==> src/rtl/inst_enc_pkg.sv <==
// Shared opcode constants, instruction format enum and range helper for inst_encoder.
// Range checking is enabled by defining IMM_RANGE_CHECK_EN.
package inst_enc_pkg;

  localparam logic [6:0] OP_LOAD   = 7'b0000011;
  localparam logic [6:0] OP_IMM    = 7'b0010011;
  localparam logic [6:0] OP_AUIPC  = 7'b0010111;
  localparam logic [6:0] OP_STORE  = 7'b0100011;
  localparam logic [6:0] OP_REG    = 7'b0110011;
  localparam logic [6:0] OP_LUI    = 7'b0110111;
  localparam logic [6:0] OP_BRANCH = 7'b1100011;
  localparam logic [6:0] OP_JALR   = 7'b1100111;
  localparam logic [6:0] OP_JAL    = 7'b1101111;
  localparam logic [6:0] OP_SYSTEM = 7'b1110011;

  localparam logic [6:0] LI_LUI_OP  = OP_LUI;
  localparam logic [6:0] LI_ADDI_OP = OP_IMM;

`ifdef IMM_RANGE_CHECK_EN
  localparam bit RANGE_CHECK_EN = 1'b1;
`else
  localparam bit RANGE_CHECK_EN = 1'b0;
`endif

  typedef enum logic [2:0] {
    FMT_R, FMT_I, FMT_S, FMT_B, FMT_U, FMT_J, FMT_CSR, FMT_BAD
  } inst_fmt_e;

  function automatic inst_fmt_e opcode_fmt(input logic [6:0] op);
    inst_fmt_e f;
    case (op)
      OP_IMM, OP_JALR, OP_LOAD: f = FMT_I;
      OP_STORE:                 f = FMT_S;
      OP_BRANCH:                f = FMT_B;
      OP_LUI, OP_AUIPC:         f = FMT_U;
      OP_JAL:                   f = FMT_J;
      OP_SYSTEM:                f = FMT_CSR;
      OP_REG:                   f = FMT_R;
      default:                  f = FMT_BAD;
    endcase
    return f;
  endfunction

  // True when v is representable as a signed value whose sign bit is at position msb.
  function automatic logic fits_signed(input logic [31:0] v, input logic [4:0] msb);
    logic signed [31:0] s;
    s = $signed(v) >>> msb;
    return (s == '0) || (s == '1);
  endfunction

endpackage

==> src/rtl/inst_encoder_if.sv <==
// Request/response bundle for inst_encoder; slave modport is the encoder side.
interface inst_encoder_if #(parameter int unsigned ERR_CNT_W = 16);
  logic                 in_valid;
  logic                 in_ready;
  logic                 in_li;
  logic [6:0]           in_opcode;
  logic [4:0]           in_rd;
  logic [4:0]           in_rs1;
  logic [4:0]           in_rs2;
  logic [2:0]           in_funct3;
  logic [6:0]           in_funct7;
  logic [31:0]          in_imm;
  logic                 out_valid;
  logic                 out_ready;
  logic [31:0]          out_inst;
  logic                 out_err;
  logic [ERR_CNT_W-1:0] err_count;

  modport master (
    output in_valid, in_li, in_opcode, in_rd, in_rs1, in_rs2, in_funct3, in_funct7, in_imm,
    output out_ready,
    input  in_ready, out_valid, out_inst, out_err, err_count
  );

  modport slave (
    input  in_valid, in_li, in_opcode, in_rd, in_rs1, in_rs2, in_funct3, in_funct7, in_imm,
    input  out_ready,
    output in_ready, out_valid, out_inst, out_err, err_count
  );
endinterface

==> src/rtl/inst_field_pack.sv <==
// Combinational placement of decoded fields and immediate into an RV32I word,
// with immediate range checking (active only when IMM_RANGE_CHECK_EN is defined).
module inst_field_pack
  import inst_enc_pkg::*;
(
  input  inst_fmt_e   fmt,
  input  logic [6:0]  opcode,
  input  logic [4:0]  rd,
  input  logic [4:0]  rs1,
  input  logic [4:0]  rs2,
  input  logic [2:0]  funct3,
  input  logic [6:0]  funct7,
  input  logic [31:0] imm,
  output logic [31:0] inst,
  output logic        range_err
);

  logic err_raw;

  always_comb begin
    inst    = {funct7, rs2, rs1, funct3, rd, opcode};
    err_raw = 1'b0;
    case (fmt)
      FMT_I: begin
        inst[31:20] = imm[11:0];
        err_raw     = !fits_signed(imm, 5'd11);
      end
      FMT_S: begin
        inst[31:25] = imm[11:5];
        inst[11:7]  = imm[4:0];
        err_raw     = !fits_signed(imm, 5'd11);
      end
      FMT_B: begin
        inst[31]    = imm[12];
        inst[30:25] = imm[10:5];
        inst[11:8]  = imm[4:1];
        inst[7]     = imm[11];
        err_raw     = !fits_signed(imm, 5'd12) || imm[0];
      end
      FMT_U: begin
        inst[31:12] = imm[31:12];
        err_raw     = |imm[11:0];
      end
      FMT_J: begin
        inst[31]    = imm[20];
        inst[30:21] = imm[10:1];
        inst[20]    = imm[11];
        inst[19:12] = imm[19:12];
        err_raw     = !fits_signed(imm, 5'd20) || imm[0];
      end
      FMT_CSR: begin
        // funct7/rs2 already sit in [31:20]; only the uimm form replaces rs1
        if (funct3[2]) begin
          inst[19:15] = imm[4:0];
          err_raw     = |imm[31:5];
        end
      end
      FMT_BAD: err_raw = 1'b1;
      default: err_raw = 1'b0;
    endcase
  end

  assign range_err = RANGE_CHECK_EN && err_raw;

endmodule

==> src/rtl/inst_encoder.sv <==
// Pipelined RV32I encoder with LI pseudo-op expansion, one-word output register
// and saturating error counter (counter active when IMM_RANGE_CHECK_EN is defined).
module inst_encoder
  import inst_enc_pkg::*;
#(
  parameter int unsigned ERR_CNT_W = 16
) (
  input logic           clk,
  input logic           rst,
  inst_encoder_if.slave bus
);

  localparam logic [0:0] ST_IDLE = 1'b0;
  localparam logic [0:0] ST_LI2  = 1'b1;

  logic [0:0]  state;
  logic        valid_q;
  logic [31:0] inst_q;
  logic        err_q;
  logic [4:0]  li_rd;
  logic [11:0] li_lo;

  logic        out_free;
  logic        accept;
  logic        load;
  logic        li_small;
  logic        li_two;
  logic [31:0] li_sum;

  inst_fmt_e   p_fmt;
  logic [6:0]  p_op;
  logic [4:0]  p_rd, p_rs1, p_rs2;
  logic [2:0]  p_f3;
  logic [6:0]  p_f7;
  logic [31:0] p_imm;
  logic        li_word;
  logic [31:0] pack_inst;
  logic        pack_err;

  assign out_free     = !valid_q || bus.out_ready;
  assign bus.in_ready = (state == ST_IDLE) && out_free;
  assign accept       = bus.in_valid && bus.in_ready;
  assign load         = (state == ST_LI2) ? out_free : accept;

  assign li_small = fits_signed(bus.in_imm, 5'd11);
  assign li_sum   = bus.in_imm + 32'h0000_0800;
  assign li_two   = bus.in_li && !li_small && (bus.in_imm[11:0] != '0);

  // The packer is shared: LI words are steered through it as ordinary ADDI/LUI requests.
  always_comb begin
    p_fmt   = opcode_fmt(bus.in_opcode);
    p_op    = bus.in_opcode;
    p_rd    = bus.in_rd;
    p_rs1   = bus.in_rs1;
    p_rs2   = bus.in_rs2;
    p_f3    = bus.in_funct3;
    p_f7    = bus.in_funct7;
    p_imm   = bus.in_imm;
    li_word = 1'b0;
    if (state == ST_LI2) begin
      p_fmt   = FMT_I;
      p_op    = LI_ADDI_OP;
      p_rd    = li_rd;
      p_rs1   = li_rd;
      p_rs2   = '0;
      p_f3    = '0;
      p_f7    = '0;
      p_imm   = {{20{li_lo[11]}}, li_lo};
      li_word = 1'b1;
    end else if (bus.in_li) begin
      p_rs1   = '0;
      p_rs2   = '0;
      p_f3    = '0;
      p_f7    = '0;
      li_word = 1'b1;
      if (li_small) begin
        p_fmt = FMT_I;
        p_op  = LI_ADDI_OP;
      end else begin
        p_fmt = FMT_U;
        p_op  = LI_LUI_OP;
        p_imm = li_sum & 32'hFFFF_F000;
      end
    end
  end

  inst_field_pack u_pack (
    .fmt      (p_fmt),
    .opcode   (p_op),
    .rd       (p_rd),
    .rs1      (p_rs1),
    .rs2      (p_rs2),
    .funct3   (p_f3),
    .funct7   (p_f7),
    .imm      (p_imm),
    .inst     (pack_inst),
    .range_err(pack_err)
  );

  always_ff @(posedge clk or posedge rst) begin
    if (rst) begin
      state   <= ST_IDLE;
      valid_q <= 1'b0;
      inst_q  <= '0;
      err_q   <= 1'b0;
      li_rd   <= '0;
      li_lo   <= '0;
    end else begin
      if (load) begin
        valid_q <= 1'b1;
        inst_q  <= pack_inst;
        err_q   <= pack_err && !li_word;
      end else if (bus.out_ready) begin
        valid_q <= 1'b0;
      end
      case (state)
        ST_IDLE: if (accept && li_two) begin
          state <= ST_LI2;
          li_rd <= bus.in_rd;
          li_lo <= bus.in_imm[11:0];
        end
        ST_LI2:  if (load) state <= ST_IDLE;
        default: state <= ST_IDLE;
      endcase
    end
  end

  assign bus.out_valid = valid_q;
  assign bus.out_inst  = inst_q;
  assign bus.out_err   = err_q;

`ifdef IMM_RANGE_CHECK_EN
  logic [ERR_CNT_W-1:0] cnt_q;

  always_ff @(posedge clk or posedge rst) begin
    if (rst) begin
      cnt_q <= '0;
    end else if (valid_q && bus.out_ready && err_q && (cnt_q != '1)) begin
      cnt_q <= cnt_q + 1'b1;
    end
  end

  assign bus.err_count = cnt_q;
`else
  assign bus.err_count = '0;
`endif

endmodule

==> src/flat_wrapper.sv <==
// flat-port wrapper written by rule: the top's interface ports become plain ports
module inst_encoder_flat import inst_enc_pkg::*;
#(
  parameter int unsigned ERR_CNT_W = 16
)
  (clk, rst, bus_in_valid, bus_in_li, bus_in_opcode, bus_in_rd, bus_in_rs1, bus_in_rs2, bus_in_funct3, bus_in_funct7, bus_in_imm, bus_out_ready, bus_in_ready, bus_out_valid, bus_out_inst, bus_out_err, bus_err_count);
  inst_encoder_if #(.ERR_CNT_W(ERR_CNT_W)) bus_i ();
  input logic clk;
  input logic rst;
  input wire logic [$bits(bus_i.in_valid)-1:0] bus_in_valid;
  input wire logic [$bits(bus_i.in_li)-1:0] bus_in_li;
  input wire logic [$bits(bus_i.in_opcode)-1:0] bus_in_opcode;
  input wire logic [$bits(bus_i.in_rd)-1:0] bus_in_rd;
  input wire logic [$bits(bus_i.in_rs1)-1:0] bus_in_rs1;
  input wire logic [$bits(bus_i.in_rs2)-1:0] bus_in_rs2;
  input wire logic [$bits(bus_i.in_funct3)-1:0] bus_in_funct3;
  input wire logic [$bits(bus_i.in_funct7)-1:0] bus_in_funct7;
  input wire logic [$bits(bus_i.in_imm)-1:0] bus_in_imm;
  input wire logic [$bits(bus_i.out_ready)-1:0] bus_out_ready;
  output wire logic [$bits(bus_i.in_ready)-1:0] bus_in_ready;
  output wire logic [$bits(bus_i.out_valid)-1:0] bus_out_valid;
  output wire logic [$bits(bus_i.out_inst)-1:0] bus_out_inst;
  output wire logic [$bits(bus_i.out_err)-1:0] bus_out_err;
  output wire logic [$bits(bus_i.err_count)-1:0] bus_err_count;
  assign bus_i.in_valid = bus_in_valid;
  assign bus_i.in_li = bus_in_li;
  assign bus_i.in_opcode = bus_in_opcode;
  assign bus_i.in_rd = bus_in_rd;
  assign bus_i.in_rs1 = bus_in_rs1;
  assign bus_i.in_rs2 = bus_in_rs2;
  assign bus_i.in_funct3 = bus_in_funct3;
  assign bus_i.in_funct7 = bus_in_funct7;
  assign bus_i.in_imm = bus_in_imm;
  assign bus_i.out_ready = bus_out_ready;
  assign bus_in_ready = bus_i.in_ready;
  assign bus_out_valid = bus_i.out_valid;
  assign bus_out_inst = bus_i.out_inst;
  assign bus_out_err = bus_i.out_err;
  assign bus_err_count = bus_i.err_count;
  inst_encoder #(.ERR_CNT_W(ERR_CNT_W)) u_core (.clk(clk), .rst(rst), .bus(bus_i));
endmodule
==> config.mk <==
export PLATFORM = sky130hd
export DESIGN_NAME = inst_encoder_flat
export DESIGN_NICKNAME = d
export VERILOG_FILES = /design/src/rtl/inst_enc_pkg.sv /design/src/rtl/inst_encoder_if.sv /design/src/rtl/inst_field_pack.sv /design/src/rtl/inst_encoder.sv /design/src/flat_wrapper.sv
export SDC_FILE = /design/constraint.sdc
export NUM_CORES = 1
export LEC_CHECK = 0
export CORE_MARGIN = 4
export CORE_UTILIZATION = 47
export DETAILED_ROUTE_END_ITERATION = 8
export PLACE_DENSITY = 0.92
export SLEW_MARGIN = 15
export SYNTH_ARGS = -nofsm -noshare
export SYNTH_HDL_FRONTEND = slang
export SYNTH_SLANG_ARGS = --single-unit
export TNS_END_PERCENT = 20
==> constraint.sdc <==
create_clock -name clk -period 2.9 [get_ports clk]
set_clock_uncertainty 0.05 [all_clocks]
set_input_delay 0.435 -clock clk [delete_from_list [all_inputs] [get_ports clk]]
set_output_delay 0.435 -clock clk [all_outputs]
set_load 0.01 [all_outputs]
==> results_dict.tcl, run 1 <==
set metrics [dict create \
    path_clk_slew_ns 0.11 \
    antenna_cells 0 \
    antenna_found_initial 0 \
    synth_area_sq_um 3630 \
    placedCellCount 663 \
    period_needed_ns 2.77 \
    timing.rr.end "u_core.bus.out_inst[15]" \
    total_leakage_power_nw 2.16 \
    fin_cells 671 \
    grt_pass1_wl_um 20300 \
    drv_slew 0 \
    place_area_sq_um 5090 \
    clockRootBuffer "clkbuf_8" \
    cts_setup_buffers 0 \
    ff2ff_path_depth 7 \
    yosys_register_bits 51 \
    synthTopCellsByCount "51 x dfrtp_1, 43 x nand2_1, 34 x nor2_1, 29 x o21ai_0, 20 x a21oi_1" \
    dieArea_sq_um 9190 \
    tightest_slew_ns 0.592 \
    synth_cell_types 67 \
    required_ns 3.11 \
    via_per_inst 6.26 \
    drv_cap 0 \
    outcome "finished clean" \
    die_x_um 95.9 \
    regArea_sq_um 1280 \
    rsz0062_at_grt "false" \
    dp_hpwl_um 10100 \
    path_cells "clkdlybuf4s50_1 -> buf_4 -> ha_1 -> nand3_1 -> nor4_4 -> and2_2 -> or4b_4 -> or3_1 -> a31oi_1 -> a32o_1" \
    io_buffer_count 102 \
    nets 642 \
    cp.arrival_ns 2.98 \
    endpoint_kind "flip-flop" \
    final.setup.tns_ns 0 \
    async_flop_share_pct 100 \
    grt_pass1_vias 4139 \
    core-area_sq_um 7370 \
    yosysMostFrequentCell "dfrtp_1" \
    synthTopCellsByArea "dfrtp_1 35%, nand2_1 4.4%, o21ai_0 4.0%, buf_4 3.5%, nor2_1 3.5%" \
    postCtsHoldBufs 0 \
    ys.flop_type "dfrtp_1" \
    first_iter_violations 530 \
    drt-pass1-iter-count 6 \
    synth_edf_count 0 \
    ant_nets 0 \
    path_class "in -> reg" \
    max-clock-path-buffers 2 \
    syn_inst 423 \
    ys_seq_area_share_pct 35.2 \
    grt_usage_pct 28.3 \
    vias 4202 \
    avgRoutedWirePerCell_um 19.3 \
    yosysTopAreaCell "dfrtp_1" \
    cts_max_level 2 \
    area_growth_pct 43.3 \
    timing.fmax_mhz 361 \
    row_count 31 \
    yosys_warnings 0 \
    fin_area_sq_um 5200 \
    drc 0 \
    max_stage_delay_ns 0.54 \
    worstPathMaxFanout 6 \
    gr-total-overflow 0 \
    fin_crit_sh_pct 95.4 \
    hold_ws_ns 0.325 \
    vdd_drop_max_mv 0.291 \
    n_fill_cell 562 \
    numClockSinks 51 \
    dieHeight_um 95.9 \
    r2r-start "u_core.state" \
    p_per_area_nw_per_um2 525 \
    pin_count 120 \
    cts_tree "done" \
    clk-insertion-delay-late_ns 0.33 \
    p_total_w 0.00273 \
    cpMaxStageDelayCell "or4b_4" \
    setup_viol 0 \
    avgSynthCellArea_sq_um 8.58 \
    maxSlewHeadroom_pct 59.5 \
    critPathLaunchType "primary input" \
    final_hold_viol_count 0 \
    gp_routability_congestion 1.08 \
    min_path_type "in -> async" \
    reg2reg_slack_ns 0.54 \
    numCtsBuffers 5 \
    grt_start_max_net_pins 47 \
    multi_input_area_sq_um 2170 \
    start_util_pct 49.2 \
    routed_wl_um 13000 \
    drive_gt1_share_pct 17.0 \
    netlist.area_leader.share_pct 35.2 \
]
[worst max-delay path by stage]
stage | start | depth (start not counted) | slack (ns) | to
after floorplan | bus_in_imm[11] | 10 | 0.51 | u_core.bus.out_inst[25]
after global placement | bus_in_imm[11] | 10 | -0.05 | u_core.bus.out_inst[25]
after detailed placement | bus_in_imm[11] | 10 | -0.19 | u_core.bus.out_inst[27]
after CTS | bus_in_imm[11] | 11 | 0.14 | u_core.bus.out_inst[7]
after global routing | bus_in_imm[11] | 11 | 0.03 | u_core.bus.out_inst[30]
final | bus_in_imm[11] | 10 | 0.13 | u_core.bus.out_inst[25]
[flip-flops by register name, indices dropped and copies added (netlist names)]
signal	flops
u_core.bus.out_inst	32
u_core.li_rd	5
u_core.state	1
u_core.bus.out_valid	1
u_core.li_lo	12
[placed cells by master, fill, tap and decap left out, drive strengths merged, types with 3 or more instances in the layout]
cell type	count
buf	62
conb	17
a32o	7
o21ai	31
clkbuf	5
and3	5
mux2i	6
a221oi	4
a21oi	21
clkdlybuf4s50	102
mux2	16
nand4	9
xnor2	9
dfrtp	51
or3	4
a31oi	9
a22o	10
nor2b	8
nand2	43
nor4	16
xor2	7
nand3	19
inv	9
nor3	15
nor2	35
and2	3
a22oi	9
o21a	3
a211oi	3
[through the flow]
| step | utilization, % | worst slack, ns |
|---|---|---|
| after global routing | 70.5 | 0.0254 |
| after CTS | 70.4 | 0.137 |
| final | 70.5 | 0.133 |
| after detailed placement | 69.1 | -0.187 |
| after global placement | 69.1 | -0.0465 |
| after floorplan | - | 0.509 |
[cell families (layout without fill, tap and decap cells)]
group | count (synthesis) | after routing | share of synthesized area (%)
xor+xnor | 16 | 16 | 3.86
compound gates | 117 | 117 | 22.2
flops | 51 | 51 | 35.2
mux | 22 | 22 | 6.62
buf+inv | 47 | 180 | 6.83
other cells | 1 | 17 | 0.103
simple gates | 167 | 167 | 24.5
fa+ha+maj | 2 | 2 | 0.690
[timing repair]
action | CTS | global route
endpoints found under the setup margin | 0 | 8
resized for setup | 0 | 1
endpoints found under the hold margin | 0 | 0
[metal layers]
metal	vias to the layer above	global-route usage [%]	wire length (um)	part of all wire, %
met5	-	0	0	0
met4	0	14.3	633	4.9
met3	77	5.47	1410	11
met2	347	47.0	6000	46
met1	1937	35.0	4900	38
li1	1841	-	-	-
[critical path: cells and delay by family]
kind                     cells  cell delay, ns
AO/OA/AOI/OAI                2            0.42
adder cells (fa/ha/maj)      1            0.21
buffers and inverters        2            0.59
AND/OR/NAND/NOR              5            1.31
[where the power goes]
group / internal (W) / leakage, nW / total (W) / switching (W)
Clock: 0.000179 / 0.0502 / 0.000453 / 0.000273
Combinational: 0.000631 / 1.50 / 0.00121 / 0.000579
Sequential: 0.000920 / 0.610 / 0.00106 / 0.000142
[area by class of cell]
cell class,instances,share of cell area [%]
well taps,99,2.38
flip-flops and latches,51,24.6
clock inverters,3,0.554
multi-input cells,341,41.8
clock buffers,5,1.32
repair buffers,164,28.8
inverters,8,0.578
Power figures use the tool's default switching activity.
==> inputs of run 2 (changes only) <==
==> constraint.sdc (replaced) <==
create_clock -name clk -period 2.9 [get_ports clk]
set_clock_uncertainty 0.05 [all_clocks]
set_input_delay 0.435 -clock clk [delete_from_list [all_inputs] [get_ports clk]]
set_output_delay 0.435 -clock clk [all_outputs]
set_load 0.1 [all_outputs]
==> results_dict.tcl, run 2 (same netlist as run 1, synthesis figures left out) <==
set metrics [dict create \
    outcome "finished clean" \
    hold_ws_ns 0.440 \
    path_class "in -> reg" \
    dp_hpwl_um 10400 \
    maxSlewHeadroom_pct 62.1 \
    place_ws_ns -0.227 \
    gp_routability_congestion 0.943 \
    place_area_sq_um 5140 \
    worstPathMaxFanout 11 \
    core-area_sq_um 7370 \
    period_needed_ns 2.74 \
    tightest_slew_ns 0.567 \
    placedCellCount 680 \
    gr-total-overflow 0 \
    fin_area_sq_um 5240 \
    first_iter_violations 251 \
    mostFrequentLayoutCells "112 x buf_4, 68 x clkdlybuf4s50_1, 51 x dfrtp_1" \
    grt_pass1_vias 3846 \
    vdd_drop_max_mv 0.649 \
    cts_max_level 2 \
    clk-insertion-delay-late_ns 0.31 \
    p_clk_share_pct 12.0 \
    crit_buf_inv 3 \
    min_path_type "in -> async" \
    r2r-start "u_core.state" \
    dieHeight_um 95.9 \
    start_util_pct 49.2 \
    endpoint_kind "flip-flop" \
    pin_count 120 \
    switchingPower_w 0.00199 \
    path_clk_slew_ns 0.10 \
    setup.worst_path.start "bus_in_imm[12]" \
    routed_wl_um 12900 \
    final_hold_viol_count 0 \
    numClockSinks 51 \
    vias 4018 \
    drt-pass1-iter-count 5 \
    max_stage_delay_ns 0.50 \
    drive_gt1_share_pct 25.3 \
    drv_slew 0 \
    area_growth_pct 44.4 \
    cp_top_family "simple AND/OR/NAND/NOR gates" \
    pwr-share-seq_pct 28.5 \
    io_buffer_count 102 \
    row_count 31 \
    crit_top_cell "a32o_1" \
    grt_start_max_net_pins 40 \
    cp.arrival_ns 2.89 \
    cts_setup_buffers 0 \
    timing.fmax_mhz 365 \
    die_x_um 95.9 \
    rsz0062_at_grt "false" \
    drc 0 \
    dieArea_sq_um 9190 \
    critPathLaunchType "primary input" \
    grt_pass1_wl_um 19800 \
    finalCoreUtilization_pct 71.1 \
    cts_tree "done" \
    drv_cap 0 \
    setup_viol 0 \
    final_common_cell "buf_4" \
    antenna_found_initial 0 \
    numCtsBuffers 5 \
    largest_reg_flops 32 \
    p_per_area_nw_per_um2 705 \
    avgRoutedWirePerCell_um 18.7 \
    switching_share_pct 54.0 \
    pwr-share-comb_pct 59.5 \
    via_per_inst 5.84 \
    antenna_cells 0 \
    clockRootBuffer "clkbuf_8" \
    worst_slack_ns 0.160 \
    grt_usage_pct 28.1 \
    total_leakage_power_nw 2.28 \
    fin_cells 688 \
    path_cells "clkdlybuf4s50_1 -> inv_1 -> ha_1 -> nor4b_2 -> and3_1 -> a32o_1 -> or3_1 -> nor3_1 -> buf_4 -> a21oi_1 -> a32o_1" \
    cpMaxStageDelayCell "clkdlybuf4s50_1" \
    fin_crit_sh_pct 94.5 \
    max-clock-path-buffers 2 \
    required_ns 3.05 \
    internal-power_w 0.00170 \
    ant_nets 0 \
    nets 659 \
]
run 2: worst paths after layout:
kind,to,slack (ns),depth (start not counted)
setup / recovery,u_core.bus.out_inst[30],0.16,11
hold / removal,u_core.li_lo[10],0.44,2
setup reg to reg,u_core.bus.out_inst[21],0.82,8
hold reg to reg,u_core.bus.out_inst[10],0.44,2
max in group asynchronous,u_core.bus.out_inst[18],1.80,3
min in group clk,u_core.bus.out_inst[10],0.44,2
run 2: worst register-to-register path, cell delays in order (launching register included):
cell and delay [ns]:
dfrtp_1 0.41, nor2_1 0.21, and3_1 0.26, buf_4 0.17
a211oi_2 0.05, buf_4 0.17, buf_4 0.15, a221oi_1 0.38
a21oi_1 0.12
run 2: power groups by stage:
stage               clock (W)  combinational (W)  sequential [W]
global placement            0            0.00217         0.00106
CTS                  0.000451            0.00219         0.00105
floorplan                   0           0.000634         0.00198
detailed placement          0            0.00219         0.00107
finish               0.000442            0.00220         0.00105
global route         0.000480            0.00230         0.00108
run 2: layout make-up:
class	count	area [sq um]
clock buffer	5	68.8
clock inverter	3	23.8
timing repair buffer	181	1540
sequential	51	1280
multi-input combinational	341	2170
fill	584	2130
inverter	8	30.0
tap	99	124
run 2: timing repair:
item | CTS | global route
gates resized for setup | 0 | 1
setup endpoints to repair | 0 | 3
hold buffers | 0 | 0
run 2: per-stage QoR:
stage / TNS, ns / power [W]
3_5_place_dp: -1.40 / 0.00326
4_1_cts: 0 / 0.00370
5_1_grt: 0 / 0.00386
6_report: 0 / 0.00369
3_3_place_gp: -0.438 / 0.00322
2_1_floorplan: 0 / 0.00262
run 2: per-layer routing:
layer	global-route usage (%)	vias to the layer above	wire length (um)
met4	6.40	0	209
met2	47.4	227	6120
li1	-	1877	-
met1	37.7	1893	5320
met3	4.85	21	1230
met5	0	-	0
==> inputs of run 3 (changes only) <==
--- a/config.mk
+++ b/config.mk
@@ -13,4 +13,4 @@
 export SYNTH_ARGS = -nofsm -noshare
 export SYNTH_HDL_FRONTEND = slang
 export SYNTH_SLANG_ARGS = --single-unit
-export TNS_END_PERCENT = 20
+export TNS_END_PERCENT = 1
==> results of run 3 <==
Final layout, timing and power as in run 2 (identical DEF).
